**config.mk**
```make
export PLATFORM = sky130hd
export DESIGN_NAME = fade_sequencer_flat
export DESIGN_NICKNAME = d
export VERILOG_FILES = /design/src/rtl/fade_sequencer_if.sv /design/src/rtl/fade_sequencer.sv /design/src/flat_wrapper.sv
export SDC_FILE = /design/constraint.sdc
export NUM_CORES = 1
export LEC_CHECK = 0
export CAP_MARGIN = 20
export CORE_ASPECT_RATIO = 0.5
export CORE_MARGIN = 2
export CORE_UTILIZATION = 25
export DETAILED_ROUTE_END_ITERATION = 8
export PLACE_DENSITY = 0.43
export SYNTH_ARGS = -nofsm -noshare
export SYNTH_HDL_FRONTEND = slang
export SYNTH_SLANG_ARGS = --single-unit
```
**constraint.sdc**
```tcl
create_clock -name clk -period 1.8 [get_ports clk]
set_input_delay 0.36 -clock clk [delete_from_list [all_inputs] [get_ports clk]]
set_output_delay 0.36 -clock clk [all_outputs]
set_load 0.01 [all_outputs]
```
**src/rtl/fade_sequencer_if.sv**
```systemverilog
// Control/status bundle between the animation controller and the fade sequencer.
// The master drives requests; the slave (sequencer) returns the level and status.
interface fade_sequencer_if;
    logic       start;
    logic       stop;
    logic [1:0] mode;
    logic       repeat_en;
    logic [3:0] duty_cycle;
    logic       busy;
    logic       cycle_done;

    modport master (
        output start, stop, mode, repeat_en,
        input  duty_cycle, busy, cycle_done
    );

    modport slave (
        input  start, stop, mode, repeat_en,
        output duty_cycle, busy, cycle_done
    );
endinterface

```
**src/rtl/fade_sequencer.sv**
```systemverilog
// Brightness-level animator feeding the LED PWM stage; steps align to PWM periods.
// Define FADE_GAMMA_EN to drive duty_cycle through a perceptual brightness map.
module fade_sequencer #(
    parameter int unsigned PWM_DIV         = 20,
    parameter int unsigned STEPS_PER_LEVEL = 4,
    parameter int unsigned HOLD_STEPS      = 8,
    parameter int unsigned MAX_LEVEL       = 10
) (
    input  logic             clk,
    input  logic             rst,
    fade_sequencer_if.slave  ctrl
);

    localparam int unsigned PER_W  = $clog2(PWM_DIV + 1);
    localparam int unsigned STP_W  = $clog2(STEPS_PER_LEVEL + 1);
    localparam int unsigned HOLD_W = $clog2(HOLD_STEPS + 1);

    localparam logic [PER_W-1:0]  PER_LAST  = PER_W'(PWM_DIV - 1);
    localparam logic [STP_W-1:0]  STP_LAST  = STP_W'(STEPS_PER_LEVEL - 1);
    localparam logic [HOLD_W-1:0] HOLD_LAST = HOLD_W'(HOLD_STEPS - 1);
    localparam logic [3:0]        MAX_LVL   = 4'(MAX_LEVEL);

    typedef enum logic [2:0] {
        S_IDLE,
        S_UP,
        S_HIGH,
        S_DOWN,
        S_LOW
    } state_t;

    typedef enum logic [1:0] {
        M_BREATHE  = 2'b00,
        M_SAWTOOTH = 2'b01,
        M_BLINK    = 2'b10,
        M_CONST    = 2'b11
    } mode_t;

    state_t            state_q, state_d;
    mode_t             mode_q, mode_d;
    logic [3:0]        level_q, level_d;
    logic [HOLD_W-1:0] hold_q, hold_d;
    logic [PER_W-1:0]  per_q, per_d;
    logic [STP_W-1:0]  stp_q, stp_d;
    logic [3:0]        duty_q, duty_d;
    logic              busy_q, busy_d;
    logic              done_q, done_d;

    logic per_wrap;
    logic stp_wrap;
    logic tick;

    function automatic logic [3:0] shape(input logic [3:0] lvl);
`ifdef FADE_GAMMA_EN
        logic [3:0] res;
        case (lvl)
            4'd0, 4'd1, 4'd2: res = 4'd0;
            4'd3, 4'd4:       res = 4'd1;
            4'd5:             res = 4'd2;
            4'd6:             res = 4'd3;
            4'd7:             res = 4'd5;
            4'd8:             res = 4'd6;
            4'd9:             res = 4'd8;
            4'd10:            res = 4'd10;
            default:          res = MAX_LVL;
        endcase
        return res;
`else
        return lvl;
`endif
    endfunction

    assign per_wrap = (per_q == PER_LAST);
    assign stp_wrap = (stp_q == STP_LAST);
    assign tick     = (state_q != S_IDLE) && per_wrap && stp_wrap;

    always_comb begin
        // NOTE: every signal assigned here gets a default first, so no path leaves one unassigned and infers a latch.
        state_d = state_q;
        mode_d  = mode_q;
        level_d = level_q;
        hold_d  = hold_q;
        done_d  = 1'b0;
        per_d   = '0;
        stp_d   = '0;

        // Timebase free-runs only while an animation is active.
        if (state_q != S_IDLE) begin
            per_d = per_wrap ? '0 : per_q + PER_W'(1);
            stp_d = per_wrap ? (stp_wrap ? '0 : stp_q + STP_W'(1)) : stp_q;
        end

        case (state_q)
            S_IDLE: begin
                level_d = '0;
                hold_d  = '0;
                if (ctrl.start) begin
                    mode_d = mode_t'(ctrl.mode);
                    if (mode_t'(ctrl.mode) == M_BREATHE || mode_t'(ctrl.mode) == M_SAWTOOTH) begin
                        state_d = S_UP;
                    end else begin
                        state_d = S_HIGH;
                        level_d = MAX_LVL;
                    end
                end
            end

            S_UP: begin
                if (tick) begin
                    if (level_q >= MAX_LVL - 4'd1) begin
                        level_d = MAX_LVL;
                        hold_d  = '0;
                        state_d = S_HIGH;
                    end else begin
                        level_d = level_q + 4'd1;
                    end
                end
            end

            S_HIGH: begin
                if (tick && mode_q != M_CONST) begin
                    if (hold_q == HOLD_LAST) begin
                        hold_d = '0;
                        if (mode_q == M_BREATHE) begin
                            state_d = S_DOWN;
                        end else begin
                            state_d = S_LOW;
                            level_d = '0;
                        end
                    end else begin
                        hold_d = hold_q + HOLD_W'(1);
                    end
                end
            end

            S_DOWN: begin
                if (tick) begin
                    if (level_q <= 4'd1) begin
                        level_d = '0;
                        hold_d  = '0;
                        state_d = S_LOW;
                    end else begin
                        level_d = level_q - 4'd1;
                    end
                end
            end

            S_LOW: begin
                if (tick) begin
                    if (hold_q == HOLD_LAST) begin
                        done_d = 1'b1;
                        hold_d = '0;
                        if (!ctrl.repeat_en) begin
                            state_d = S_IDLE;
                            level_d = '0;
                        end else if (mode_q == M_BREATHE || mode_q == M_SAWTOOTH) begin
                            state_d = S_UP;
                            level_d = '0;
                        end else begin
                            state_d = S_HIGH;
                            level_d = MAX_LVL;
                        end
                    end else begin
                        hold_d = hold_q + HOLD_W'(1);
                    end
                end
            end

            default: begin
                state_d = S_IDLE;
                level_d = '0;
                hold_d  = '0;
            end
        endcase

        // Abort overrides everything, including a simultaneous start.
        if (ctrl.stop) begin
            state_d = S_IDLE;
            level_d = '0;
            hold_d  = '0;
            per_d   = '0;
            stp_d   = '0;
            done_d  = 1'b0;
        end
    end

    assign duty_d = shape(level_d);
    assign busy_d = (state_d != S_IDLE);

    always_ff @(posedge clk or posedge rst) begin
        if (rst) begin
            state_q <= S_IDLE;
            mode_q  <= M_BREATHE;
            level_q <= '0;
            hold_q  <= '0;
            per_q   <= '0;
            stp_q   <= '0;
            duty_q  <= '0;
            busy_q  <= 1'b0;
            done_q  <= 1'b0;
        end else begin
            // NOTE: non-blocking assignments so every register samples the pre-edge values of the others.
            state_q <= state_d;
            mode_q  <= mode_d;
            level_q <= level_d;
            hold_q  <= hold_d;
            per_q   <= per_d;
            stp_q   <= stp_d;
            duty_q  <= duty_d;
            busy_q  <= busy_d;
            done_q  <= done_d;
        end
    end

    assign ctrl.duty_cycle = duty_q;
    assign ctrl.busy       = busy_q;
    assign ctrl.cycle_done = done_q;

endmodule

```
**src/flat_wrapper.sv**
```systemverilog
// flat-port wrapper written by rule: the top's interface ports become plain ports
module fade_sequencer_flat 
#(
    parameter int unsigned PWM_DIV         = 20,
    parameter int unsigned STEPS_PER_LEVEL = 4,
    parameter int unsigned HOLD_STEPS      = 8,
    parameter int unsigned MAX_LEVEL       = 10
)
  (clk, rst, ctrl_start, ctrl_stop, ctrl_mode, ctrl_repeat_en, ctrl_duty_cycle, ctrl_busy, ctrl_cycle_done);
  fade_sequencer_if ctrl_i ();
  input  logic clk;
  input  logic rst;
  input wire logic [$bits(ctrl_i.start)-1:0] ctrl_start;
  input wire logic [$bits(ctrl_i.stop)-1:0] ctrl_stop;
  input wire logic [$bits(ctrl_i.mode)-1:0] ctrl_mode;
  input wire logic [$bits(ctrl_i.repeat_en)-1:0] ctrl_repeat_en;
  output wire logic [$bits(ctrl_i.duty_cycle)-1:0] ctrl_duty_cycle;
  output wire logic [$bits(ctrl_i.busy)-1:0] ctrl_busy;
  output wire logic [$bits(ctrl_i.cycle_done)-1:0] ctrl_cycle_done;
  assign ctrl_i.start = ctrl_start;
  assign ctrl_i.stop = ctrl_stop;
  assign ctrl_i.mode = ctrl_mode;
  assign ctrl_i.repeat_en = ctrl_repeat_en;
  assign ctrl_duty_cycle = ctrl_i.duty_cycle;
  assign ctrl_busy = ctrl_i.busy;
  assign ctrl_cycle_done = ctrl_i.cycle_done;
  fade_sequencer #(.PWM_DIV(PWM_DIV), .STEPS_PER_LEVEL(STEPS_PER_LEVEL), .HOLD_STEPS(HOLD_STEPS), .MAX_LEVEL(MAX_LEVEL)) u_core (.clk(clk), .rst(rst), .ctrl(ctrl_i));
endmodule
```
Yosys cells after proc, flatten, opt, wreduce, memory -nomap -nowiden. Index checks and enable logic that the tools add are counted.

Register bits after elaboration: 23. Latch bits: 0. Memory bits (writable): 0. Bits in read-only memories: 0. Bits of input ports: 7. Output and inout port bits: 6. Memories kept: 0.

Add/subtract/negate cells: 5. Multiply operators: 0. Div/mod/pow operators: 0. $lt $le $gt $ge: 2. Equal/unequal tests: 20. Shifts and indexed selects: 0. Multiplexer cells: 50. Bitwise gates (word level): 0. Reductions and logical operators: 13.

Operators by type and width (number): $mux 4 (22); $mux 3 (16); $ne 3x2->1 const B (9); $pmux 4 s5 (1); $pmux 4 s4 (1); $mux 5 (3); $pmux 3 s5 (1); $eq 3x2->1 const B (3); $add 4x1->4 const B (2); $reduce_and 7->1 (1); $reduce_and 6->1 (1); $reduce_bool 3->1 (2); $add 5x1->5 const B (1); $eq 5x5->1 const B (1); $eq 2x1->1 const B (2); $eq 4x3->1 const B (1); $ge 4x4->1 const B (1); $le 4x1->1 const B (1); $logic_not 2->1 (2); $mux 1 (4); $mux 2 (2); $sub 4x1->4 const B (1); $add 3x1->3 const B (1); $eq 3x1->1 const B (1); other kinds (7) (10).

Logic depth before layout (Yosys ltp). Gate-level depths: netlist (run 1).

Depth after elaboration: 9. Gate-level depth with buffers: 7. Mapped depth without buffers: 7.

Worst setup path after synthesis (run 1). OpenSTA, ideal clock, no wires.

Path type: reg2reg. Start point: reg u_core.level_q[0]. End point: reg u_core.level_q[2]. Setup time: 0.066 ns. Data arrival time: 1.925 ns. Required time: 1.734 ns. Setup slack: -0.191 ns. Stages on the path, launching flop included: 8. Path buffers: 0. Clock period less this slack: 1.991 ns. Cells stage by stage: dfrtp_1 -> inv_1 -> ha_1 -> or3b_4 -> a211o_1 -> o221a_1 -> nor3_2 -> mux2_1.

Longest elaborated chain between the ends: 5. Elaborated cells on any way between the ends: 10. Those cells by class: add/sub (2); order compare (2); mux (6).

Ends and longest elaborated chain: from (decl) (RTL line fade_sequencer.sv:40) `logic [3:0] level_q, level_d;`; from (signal assigned) (RTL line fade_sequencer.sv:204) `level_q <= level_d;`; $sub 4x1->4 (tied with other cells) (RTL line fade_sequencer.sv:142) `level_d = level_q - 4'd1;`; $mux 4 (on tied branches) (RTL line fade_sequencer.sv:137, fade_sequencer.sv:109); $mux 4 (on tied branches) (RTL line fade_sequencer.sv:136, fade_sequencer.sv:108); $pmux 4 s5 * (RTL line fade_sequencer.sv:92) `case (state_q)`; $mux 4 * (RTL line fade_sequencer.sv:176) `if (ctrl.stop) begin`.

Mark *: on every way between the ends. The rest lies on a longest branch, timed or not. The select of a mux whose other input is x is not followed. A chain may end at the register's enable or synchronous reset.

Worst setup path in the final report (run 1). Ends and elaborated chain as after synthesis.

==> out/summary.txt, run 1 <==
layout cell share with drive strength beyond 1 -> 0.324
sw power -> 0.429 mW
CTS Buf Count -> 3
main flop type after synthesis -> dfrtp_1
pin count of the biggest net entering global routing -> 24
H-tree Lvls -> 1
largest buffer count on any clock path -> 2
Post-Synth Adder-Cell Area -> 0.0497
Die X -> 114 microns
setup TNS -> -0.226 ns
EDFF count, synth -> 0
met2 WL -> 1850 microns
synth warn -> 0
fmax -> 533 MHz
failing checks -> setup timing
Distinct cells, synth -> 50
drt first pass iters -> 4
Final Setup Violations -> 4
Slew Limit Fails -> 0
Crit. End Element -> register
Pleak -> 0.956 nW
initial antenna violation count -> 0
Comb power frac -> 0.261
CTS tree -> yes
synthesized cell area -> 0.00151 sq mm
total gr overflow -> 0
Hold Crit Class -> in2async
final hold viol count -> 0
most frequent cells in the layout -> buf_4 (37), dfrtp_1 (21), nor2_1 (14)
switching share of total power -> 0.292
Die ar. -> 0.00672 sq mm
period utilization -> 1.04
gr usage total -> 0.132
gpl congestion -> 0.831
ys async rst share -> 1.00
Core Rows -> 19
Remaining DRCs -> 0
largest family of logic cells by synthesized area -> simple AND/OR/NAND/NOR gates
simple-gate portion of the synthesized area -> 0.289
Synth Instances -> 168
Worst slew margin -> 0.716
Slew @ Worst Pin -> 0.422 ns
Max VDD drop -> 341 uV
Iter 0 DRT Violations -> 95
vias per cell -> 5.00
status -> finished, violations left
first-pass GRT wire length -> 6900 microns
commonest non-fill, non-tap cell in the layout -> buf_4
kind of critical path -> reg2reg
fin crit period -> 1.88 ns
# diodes -> 0
Required @ worst endpoint -> 2.00 ns
Seq pwr share -> 0.404
sequential-to-total area share from yosys stat -> 0.381
Post-Route WL -> 4090 microns
Core Area -> 0.00566 sq mm
fillers -> 588
Worst Path Max Fanout -> 4
Clock Skew -> 0.00319 ns
mean post-synth cell area -> 8.99 sq um
clock-pin slew on the worst setup and hold paths -> 0.06 ns
Mapped Nets -> 181
power per cell area -> 675 mW/mm^2
final setup margin -> -0.0756 ns
RSZ-0062 raised after global routing -> yes
dpl cells -> 284
CTS sink count -> 23
startpoint types -> register
Pint -> 1.04 mW
max_cap viols -> 0
Seq cells post-synth -> 23
HPWL after DPL -> 3220 microns
multiplexer share of the synthesized area -> 0.0215
Non-Filler Instances -> 289
clock root buffer -> clkbuf_16
vias in the first global route -> 1,392
Synth Area in XOR/XNOR -> 0.0290
Routed Antenna Nets -> 0
data arrival time of the worst path -> 2.08 ns
Layout Area Growth over Synthesis -> 43.9%
DR WL/cell -> 14.2 microns
clk_lat worst skew -> 0.26 ns
Starting Density -> 0.267
Port-buffer cells -> 12
power share of the clock group -> 0.335
# hold bufs at CTS -> 0
uppermost layer routed -> met4
total I/O pin count -> 13
Compound-Gate Fraction of Synth Area -> 0.194
WL met3 -> 172 microns
met1 WL -> 2050 microns
nets -> 230
height of the die -> 59.0 microns
Vias -> 1,445
state kept, by name, summed over array words and instances, names as in the netlist:
name                    flops
u_core.level_q              4
u_core.ctrl.busy            1
u_core.state_q              3
u_core.stp_q                3
u_core.ctrl.cycle_done      1
u_core.per_q                5
u_core.hold_q               4
u_core.mode_q               2
final timing paths:
check | slack (ns) | cells past startpoint | start | to
max in group asynchronous | 1.09 | 3 | rst | u_core.level_q[1]$_DFFE_PP0P_
worst max register to register | -0.08 | 6 | u_core.level_q[0]$_DFFE_PP0P_ | u_core.level_q[2]$_DFFE_PP0P_
worst max-delay path | -0.08 | 6 | u_core.level_q[0]$_DFFE_PP0P_ | u_core.level_q[2]$_DFFE_PP0P_
worst min register to register | 0.51 | 1 | u_core.hold_q[3]$_DFFE_PP0P_ | u_core.hold_q[3]$_DFFE_PP0P_
min in group clk | 0.51 | 1 | u_core.hold_q[3]$_DFFE_PP0P_ | u_core.hold_q[3]$_DFFE_PP0P_
worst min-delay path | 0.46 | 3 | rst | u_core.level_q[3]$_DFFE_PP0P_
power by group through the flow:
stage               combinational (mW)  clock, mW  sequential, mW
global route                     0.423      0.538           0.595
global placement                 0.361          0           0.592
CTS                              0.371      0.511           0.584
finish                           0.383      0.491           0.592
floorplan                        0.195          0           0.588
detailed placement               0.363          0           0.593
final cells by class:
class / count / area (sq um) / area share
sequential: 23 / 578 / 0.266
multi-input combinational: 132 / 993 / 0.457
inverter: 8 / 32.5 / 0.0150
clock inverter: 1 / 5.00 / 0.00230
tap: 73 / 91.3 / 0.0420
clock buffer: 3 / 75.1 / 0.0345
timing repair buffer: 49 / 398 / 0.183
kinds of logic (layout without fill, tap and decap cells):
family	after synthesis	after routing
AO/OA/AOI/OAI	42	42
XOR/XNOR	5	5
adder cells (fa/ha/maj)	6	6
buffers and inverters	13	61
flip-flops	23	23
multiplexers	3	3
AND/OR/NAND/NOR	76	76
worst max-delay path, stage by stage (launching register included):
cell	delay, ns
dfrtp_2	0.42
ha_2	0.20
or3b_4	0.40
a211o_1	0.32
o221a_1	0.22
nor3_2	0.10
mux2_4	0.16
routing by layer:
metal,vias to the layer above,global-route usage
li1,718,-
met1,693,0.189
met2,32,0.211
met3,2,0.0257
met4,0,0.0261
met5,-,0
cells in the mapped netlist (all sizes together), types with 4 or more instances:
cell type / n / area share
o21ai: 9 / 0.030
nor2b: 4 / 0.017
a21oi: 9 / 0.032
nand2: 12 / 0.030
nor3: 7 / 0.027
o31ai: 5 / 0.025
nand3: 12 / 0.040
dfrtp: 23 / 0.38
inv: 8 / 0.020
nor2: 15 / 0.037
nand2b: 6 / 0.025
ha: 6 / 0.050
timing repair:
item                       in CTS  in global routing
hold endpoints to repair        0                  0
gates resized for setup         4                 15
setup buffers                   1                  0
pin swaps                       0                  1
setup endpoints to repair       6                 12
through the flow:
| stage | util | instance area [sq um] | setup slack [ns] | hold slack (ns) | power (mW) |
|---|---|---|---|---|---|
| after global placement | 0.352 | 1990 | -0.178 | 0.476 | 0.953 |
| final | 0.384 | 2170 | -0.0756 | 0.455 | 1.47 |
| after detailed placement | 0.352 | 1990 | -0.148 | 0.499 | 0.955 |
| after global routing | 0.384 | 2170 | -0.141 | 0.518 | 1.56 |
| after CTS | 0.370 | 2090 | -0.0565 | 0.471 | 1.47 |
| after floorplan | - | 1530 | -0.0413 | 0.362 | 0.783 |
Power figures use the tool's default switching activity.
==> run 2, diff against run 1 <==
--- a/config.mk
+++ b/config.mk
@@ -10,6 +10,7 @@
 export CORE_MARGIN = 2
 export CORE_UTILIZATION = 25
 export DETAILED_ROUTE_END_ITERATION = 8
+export MAX_ROUTING_LAYER = met4
 export PLACE_DENSITY = 0.43
 export SYNTH_ARGS = -nofsm -noshare
 export SYNTH_HDL_FRONTEND = slang
==> run 2 against run 1 <==
The flow still finishes with violations (setup timing). Sequential share of layout area unchanged. Hold slack about the same. Worst setup slack improved by 0.00090 ns. Fmax about the same. Critical endpoint unchanged. Critical path type unchanged. Utilization unchanged.
==> out/summary.txt, run 2 (synthesis gave the netlist of run 1 again) <==
crit-path cells -> ha_2 > or3b_4 > a211o_1 > o21a_1 > nor3_2 > mux2_4
total gr overflow -> 0 (unchanged)
first-pass GRT wire length -> 6920 microns (+0.29%)
Bufs and invs on worst path -> 0 (unchanged)
Worst R2R Path Depth -> 6 (unchanged)
critical path depth in cells -> 6 (unchanged)
layout cell share with drive strength beyond 1 -> 0.324 (unchanged)
clock root buffer -> clkbuf_16
Pleak -> 0.956 nW (unchanged)
Layout Area Growth over Synthesis -> 43.9% (unchanged)
Regs by FF count -> u_core.per_q (5), u_core.hold_q (4), u_core.level_q (4)
register with the most flip-flops -> u_core.per_q
CP Launch Point -> u_core.level_q[0]$_DFFE_PP0P_
final setup margin -> -0.0747 ns (+0.000896 ns)
worst slack, placed -> -0.148 ns (unchanged)
delay-heaviest family, CP -> simple AND/OR/NAND/NOR gates
# hold bufs at CTS -> 0 (unchanged)
commonest non-fill, non-tap cell in the layout -> buf_4
vias in the first global route -> 1,388 (-0.29%)
flop2flop setup slack -> -0.07 ns (about the same)
vias per cell -> 4.95 (-1.0%)
status -> finished, violations left
Port-buffer cells -> 12 (unchanged)
Remaining DRCs -> 0 (unchanged)
Post-Route WL -> 4100 microns (+0.15%)
kind of critical path -> reg2reg
Iter 0 DRT Violations -> 89 (-6.3%)
Critical R2R Capture -> u_core.level_q[2]$_DFFE_PP0P_
pin count of the biggest net entering global routing -> 24 (unchanged)
Slew @ Worst Pin -> 0.409 ns (-0.0131 ns)
WL met3 -> 90 microns (-48%)
FF-to-FF Start -> u_core.level_q[0]$_DFFE_PP0P_
met1 WL -> 2140 microns (+4.6%)
power per cell area -> 675 mW/mm^2 (about the same)
Core Rows -> 19 (unchanged)
gr usage total -> 0.137 (+0.00439)
largest buffer count on any clock path -> 2 (unchanged)
Vias -> 1,430 (-1.0%)
dpl cells -> 284 (unchanged)
height of the die -> 59.0 microns (unchanged)
failing checks -> setup timing
CTS tree -> yes
met2 WL -> 1840 microns (-0.32%)
Max VDD drop -> 342 uV (+0.22%)
worst hold slack -> 0.456 ns (+0.0000510 ns)
Clock Skew -> 0.00340 ns (+0.000211 ns)
initial antenna violation count -> 0 (unchanged)
gpl congestion -> 0.844 (+1.5%)
RSZ-0062 raised after global routing -> yes
Worst slew margin -> 0.725 (+0.00885)
Final Setup Violations -> 7 (+3)
Die X -> 114 microns (unchanged)
fin crit period -> 1.87 ns (-0.000896 ns)
max_cap viols -> 0 (unchanged)
max reg flops -> 5 (unchanged)
Total Power -> 1.47 mW (about the same)
nets -> 230 (unchanged)
fillers -> 588 (unchanged)
period utilization -> 1.04 (about the same)
Worst Path Max Fanout -> 4 (unchanged)
HPWL after DPL -> 3220 microns (unchanged)
clk_lat worst skew -> 0.26 ns (about the same)
CTS Buf Count -> 3 (unchanged)
Crit path largest cell delay -> 0.42 ns (about the same)
uppermost layer routed -> met4
Crit. End Element -> register
Slew Limit Fails -> 0 (unchanged)
final hold viol count -> 0 (unchanged)
Slowest-stage cell, CP -> dfrtp_2
Hold Crit Class -> in2async
drt first pass iters -> 5 (+1)
CTS sink count -> 23 (unchanged)
Required @ worst endpoint -> 2.00 ns (about the same)
startpoint types -> register
Routed Antenna Nets -> 0 (unchanged)
Non-Filler Instances -> 289 (unchanged)
H-tree Lvls -> 1 (unchanged)
fmax -> 533 MHz (about the same)
data arrival time of the worst path -> 2.08 ns (about the same)
clock-pin slew on the worst setup and hold paths -> 0.06 ns (about the same)
total I/O pin count -> 13 (unchanged)
# diodes -> 0 (unchanged)
Starting Density -> 0.267 (unchanged)
most frequent cells in the layout -> buf_4 (37), dfrtp_1 (21), nor2_1 (14)
DR WL/cell -> 14.2 microns (+0.15%)
Core Area -> 0.00566 sq mm (unchanged)
Die ar. -> 0.00672 sq mm (unchanged)
-- run 2: area by class of cell --
type                    count  area (sq um)  share of cell area
inverters                   8          32.5              0.0150
repair buffers             49           398               0.183
well taps                  73          91.3              0.0420
clock buffers               3          75.1              0.0345
flip-flops and latches     23           578               0.266
multi-input cells         132           993               0.457
clock inverters             1          5.00             0.00230
-- run 2: worst max-delay path by stage --
stage                                    endpoint
finish              u_core.level_q[2]$_DFFE_PP0P_
global route           u_core.ctrl.busy$_DFF_PP0_
CTS                    u_core.ctrl.busy$_DFF_PP0_
detailed placement  u_core.level_q[1]$_DFFE_PP0P_
global placement    u_core.level_q[1]$_DFFE_PP0P_
floorplan           u_core.level_q[2]$_DFFE_PP0P_
-- run 2: metal layers --
metal	vias to the layer above	track usage
li1	716	-
met1	693	0.191
met2	19	0.210
met3	2	0.0247
met4	0	0.0261
met5	-	-
-- run 2: report_power, final --
group          internal [mW]  switching (mW)
registers              0.546          0.0464
logic                  0.193           0.192
clock network          0.299           0.192
-- run 2: through the flow --
step	cell area (sq um)	utilization	setup TNS, ns
after global routing	2170	0.384	-0.829
after detailed placement	1990	0.352	-0.764
final	2170	0.384	-0.248
after CTS	2090	0.370	-0.172
after global placement	1990	0.352	-0.588
after floorplan	1530	-	-0.0627
-- run 2: what timing repair did --
item	in CTS	in global routing
setup buffers	1	0
endpoints found under the hold margin	0	0
pin swaps	0	1
endpoints found under the setup margin	6	12
resized for setup	4	15
-- run 2: worst register-to-register path: cells and delay by family, from the launching register on --
kind / cells / cell delay [ns]
flops: 1 / 0.42
mux: 1 / 0.16
fa+ha+maj: 1 / 0.20
compound gates: 2 / 0.50
simple gates: 2 / 0.54
==> run 3, diff against run 2 <==
--- a/config.mk
+++ b/config.mk
@@ -11,7 +11,7 @@
 export CORE_UTILIZATION = 25
 export DETAILED_ROUTE_END_ITERATION = 8
 export MAX_ROUTING_LAYER = met4
-export PLACE_DENSITY = 0.43
+export PLACE_DENSITY = 0.42
 export SYNTH_ARGS = -nofsm -noshare
 export SYNTH_HDL_FRONTEND = slang
 export SYNTH_SLANG_ARGS = --single-unit
==> constraint.sdc (replaced) <==
create_clock -name clk -period 1.9 [get_ports clk]
set_input_delay 0.38 -clock clk [delete_from_list [all_inputs] [get_ports clk]]
set_output_delay 0.38 -clock clk [all_outputs]
set_load 0.01 [all_outputs]
==> run 3 against run 2 <==
The run now ends clean. Fmax up 1.0%. Global-route usage down 0.27 points. First-iteration DRC count decreased by 30%. Critical path depth up 2. Clock skew rose by 0.0039 ns. Final area decreased by 3.6%. Die area unchanged. Combinational power is 6.2% lower. Final cell count shrank 3.1%. Hold slack gained 0.019 ns. Critical endpoint is now u_core.hold_q[0]$_DFFE_PP0P_. Largest power group unchanged.
==> out/summary.txt, run 3 (synthesis gave the netlist of run 1 again) <==
Slew @ Worst Pin -> 0.392 ns (-0.0169 ns)
CTS Buf Count -> 3 (unchanged)
# diodes -> 0 (unchanged)
largest buffer count on any clock path -> 2 (unchanged)
Hold Crit Class -> in2async
Crit. End Element -> register
CTS tree -> yes
vias per cell -> 4.90 (-0.90%)
flop2flop setup slack -> 0.04 ns (+0.12 ns)
total gr overflow -> 0 (unchanged)
pin count of the biggest net entering global routing -> 24 (unchanged)
Slew Limit Fails -> 0 (unchanged)
Max VDD drop -> 322 uV (-5.7%)
power per cell area -> 665 mW/mm^2 (-1.6%)
layout cell share with drive strength beyond 1 -> 0.300 (-0.0246)
RSZ-0062 raised after global routing -> yes
Comb power frac -> 0.259 (-0.003)
Total Power -> 1.39 mW (-5.1%)
max_cap viols -> 0 (unchanged)
commonest non-fill, non-tap cell in the layout -> buf_4
Worst Path Max Fanout -> 4 (unchanged)
vias in the first global route -> 1,275 (-8.1%)
Finished Cell Area -> 0.00210 sq mm (-3.6%)
Seq pwr share -> 0.399 (-0.004)
Pleak -> 0.908 nW (-5.0%)
Layout Area Growth over Synthesis -> 38.8%
DR WL/cell -> 14.6 microns (+2.7%)
fmax -> 539 MHz (+1.0%)
data arrival time of the worst path -> 2.01 ns (-0.07 ns)
dpl cells -> 273 (-3.9%)
height of the die -> 59.0 microns (unchanged)
status -> finished clean
clock-pin slew on the worst setup and hold paths -> 0.07 ns (about the same)
register with the most flip-flops -> u_core.per_q
fin crit period -> 1.86 ns (-0.0190 ns)
Die X -> 114 microns (unchanged)
max reg flops -> 5 (unchanged)
drt first pass iters -> 4 (-1)
nets -> 221 (-3.9%)
clk_lat worst skew -> 0.26 ns (about the same)
initial antenna violation count -> 0 (unchanged)
Die ar. -> 0.00672 sq mm (unchanged)
final hold viol count -> 0 (unchanged)
kind of critical path -> reg2reg
H-tree Lvls -> 1 (unchanged)
Post-Route WL -> 4080 microns (-0.49%)
startpoint types -> register
Regs by FF count -> u_core.per_q (5), u_core.hold_q (4), u_core.level_q (4)
switching share of total power -> 0.297 (+0.00398)
gr usage total -> 0.134 (-0.00267)
clock root buffer -> clkbuf_16
Non-Filler Instances -> 280 (-3.1%)
Iter 0 DRT Violations -> 62 (-30%)
Pint -> 0.979 mW (-5.6%)
Routed Antenna Nets -> 0 (unchanged)
Final Setup Violations -> 0 (-7)
total I/O pin count -> 13 (unchanged)
final setup margin -> 0.0443 ns (+0.119 ns)
power share of the clock group -> 0.342 (+0.007)
CTS sink count -> 23 (unchanged)
gpl congestion -> 0.751 (-11%)
first-pass GRT wire length -> 6660 microns (-3.8%)
most frequent cells in the layout -> buf_4 (27), dfrtp_1 (21), nor2_1 (15), nand2_1 (12), clkdlybuf4s50_1 (12)
Vias -> 1,373 (-4.0%)
Worst slew margin -> 0.736 (+0.0114)
Starting Density -> 0.267 (unchanged)
Required @ worst endpoint -> 2.05 ns (+0.05 ns)
worst slack, placed -> -0.0263 ns (+0.122 ns)
Core Area -> 0.00566 sq mm (unchanged)
Core Rows -> 19 (unchanged)
Area after DPL -> 0.00190 sq mm (-4.8%)
Port-buffer cells -> 12 (unchanged)
Clock Skew -> 0.00726 ns (+0.00386 ns)
Remaining DRCs -> 0 (unchanged)
sw power -> 0.414 mW (-3.8%)
HPWL after DPL -> 3040 microns (-5.6%)
period utilization -> 0.977 (-0.0648)
[run 3: timing repair]
action                     in CTS  in global routing
pin swaps                       4                  4
setup endpoints to repair       1                 10
setup buffers                   2                  1
resized for setup               2                 18
hold buffers                    0                  0
[run 3: path summary, 6_finish.rpt]
kind                       cells after the start                       endpoint                           from
min in group clk                               1   u_core.hold_q[3]$_DFFE_PP0P_   u_core.hold_q[3]$_DFFE_PP0P_
min                                            3   u_core.hold_q[3]$_DFFE_PP0P_                            rst
max in group asynchronous                      3  u_core.level_q[1]$_DFFE_PP0P_                            rst
max reg2reg                                    8   u_core.hold_q[0]$_DFFE_PP0P_  u_core.level_q[1]$_DFFE_PP0P_
min reg2reg                                    1   u_core.hold_q[3]$_DFFE_PP0P_   u_core.hold_q[3]$_DFFE_PP0P_
max                                            8   u_core.hold_q[0]$_DFFE_PP0P_  u_core.level_q[1]$_DFFE_PP0P_
[run 3: per-stage QoR]
stage,setup TNS (ns),hold slack [ns],utilization
6_report,0,0.475,0.370
3_5_place_dp,-0.0322,0.488,0.335
5_1_grt,-0.0675,0.524,0.370
4_1_cts,-0.00173,0.497,0.353
2_1_floorplan,-0.00766,0.382,-
3_3_place_gp,0,0.473,0.335
[run 3: layer usage]
layer | vias to the layer above | track usage | share of wire
li1 | 693 | - | -
met1 | 666 | 0.193 | 0.55
met2 | 12 | 0.194 | 0.41
met5 | - | - | 0
met4 | 0 | 0.0261 | 0.0059
met3 | 2 | 0.0299 | 0.026
[run 3: critical path: stages (launching register included)]
cell,delay (ns)
dfrtp_2,0.42
inv_4,0.08
ha_4,0.13
or3b_4,0.40
buf_6,0.13
nand3_1,0.13
and3_4,0.24
nor4_1,0.06
a21o_1,0.15
[run 3: area by class of cell]
type,count,area (sq um)
Clock buffer,3,75.1
Sequential cell,23,578
Tap cell,73,91.3
Multi-Input combinational cell,132,980
Timing Repair Buffer,40,334
Clock inverter,1,5.00
Fill cell,589,3560
Inverter,8,32.5
[run 3: power groups by stage]
stage / clock network, mW / logic [mW] / registers (mW)
floorplan: 0 / 0.179 / 0.557
global placement: 0 / 0.317 / 0.562
detailed placement: 0 / 0.314 / 0.562
CTS: 0.496 / 0.327 / 0.552
global route: 0.521 / 0.396 / 0.560
finish: 0.477 / 0.360 / 0.556
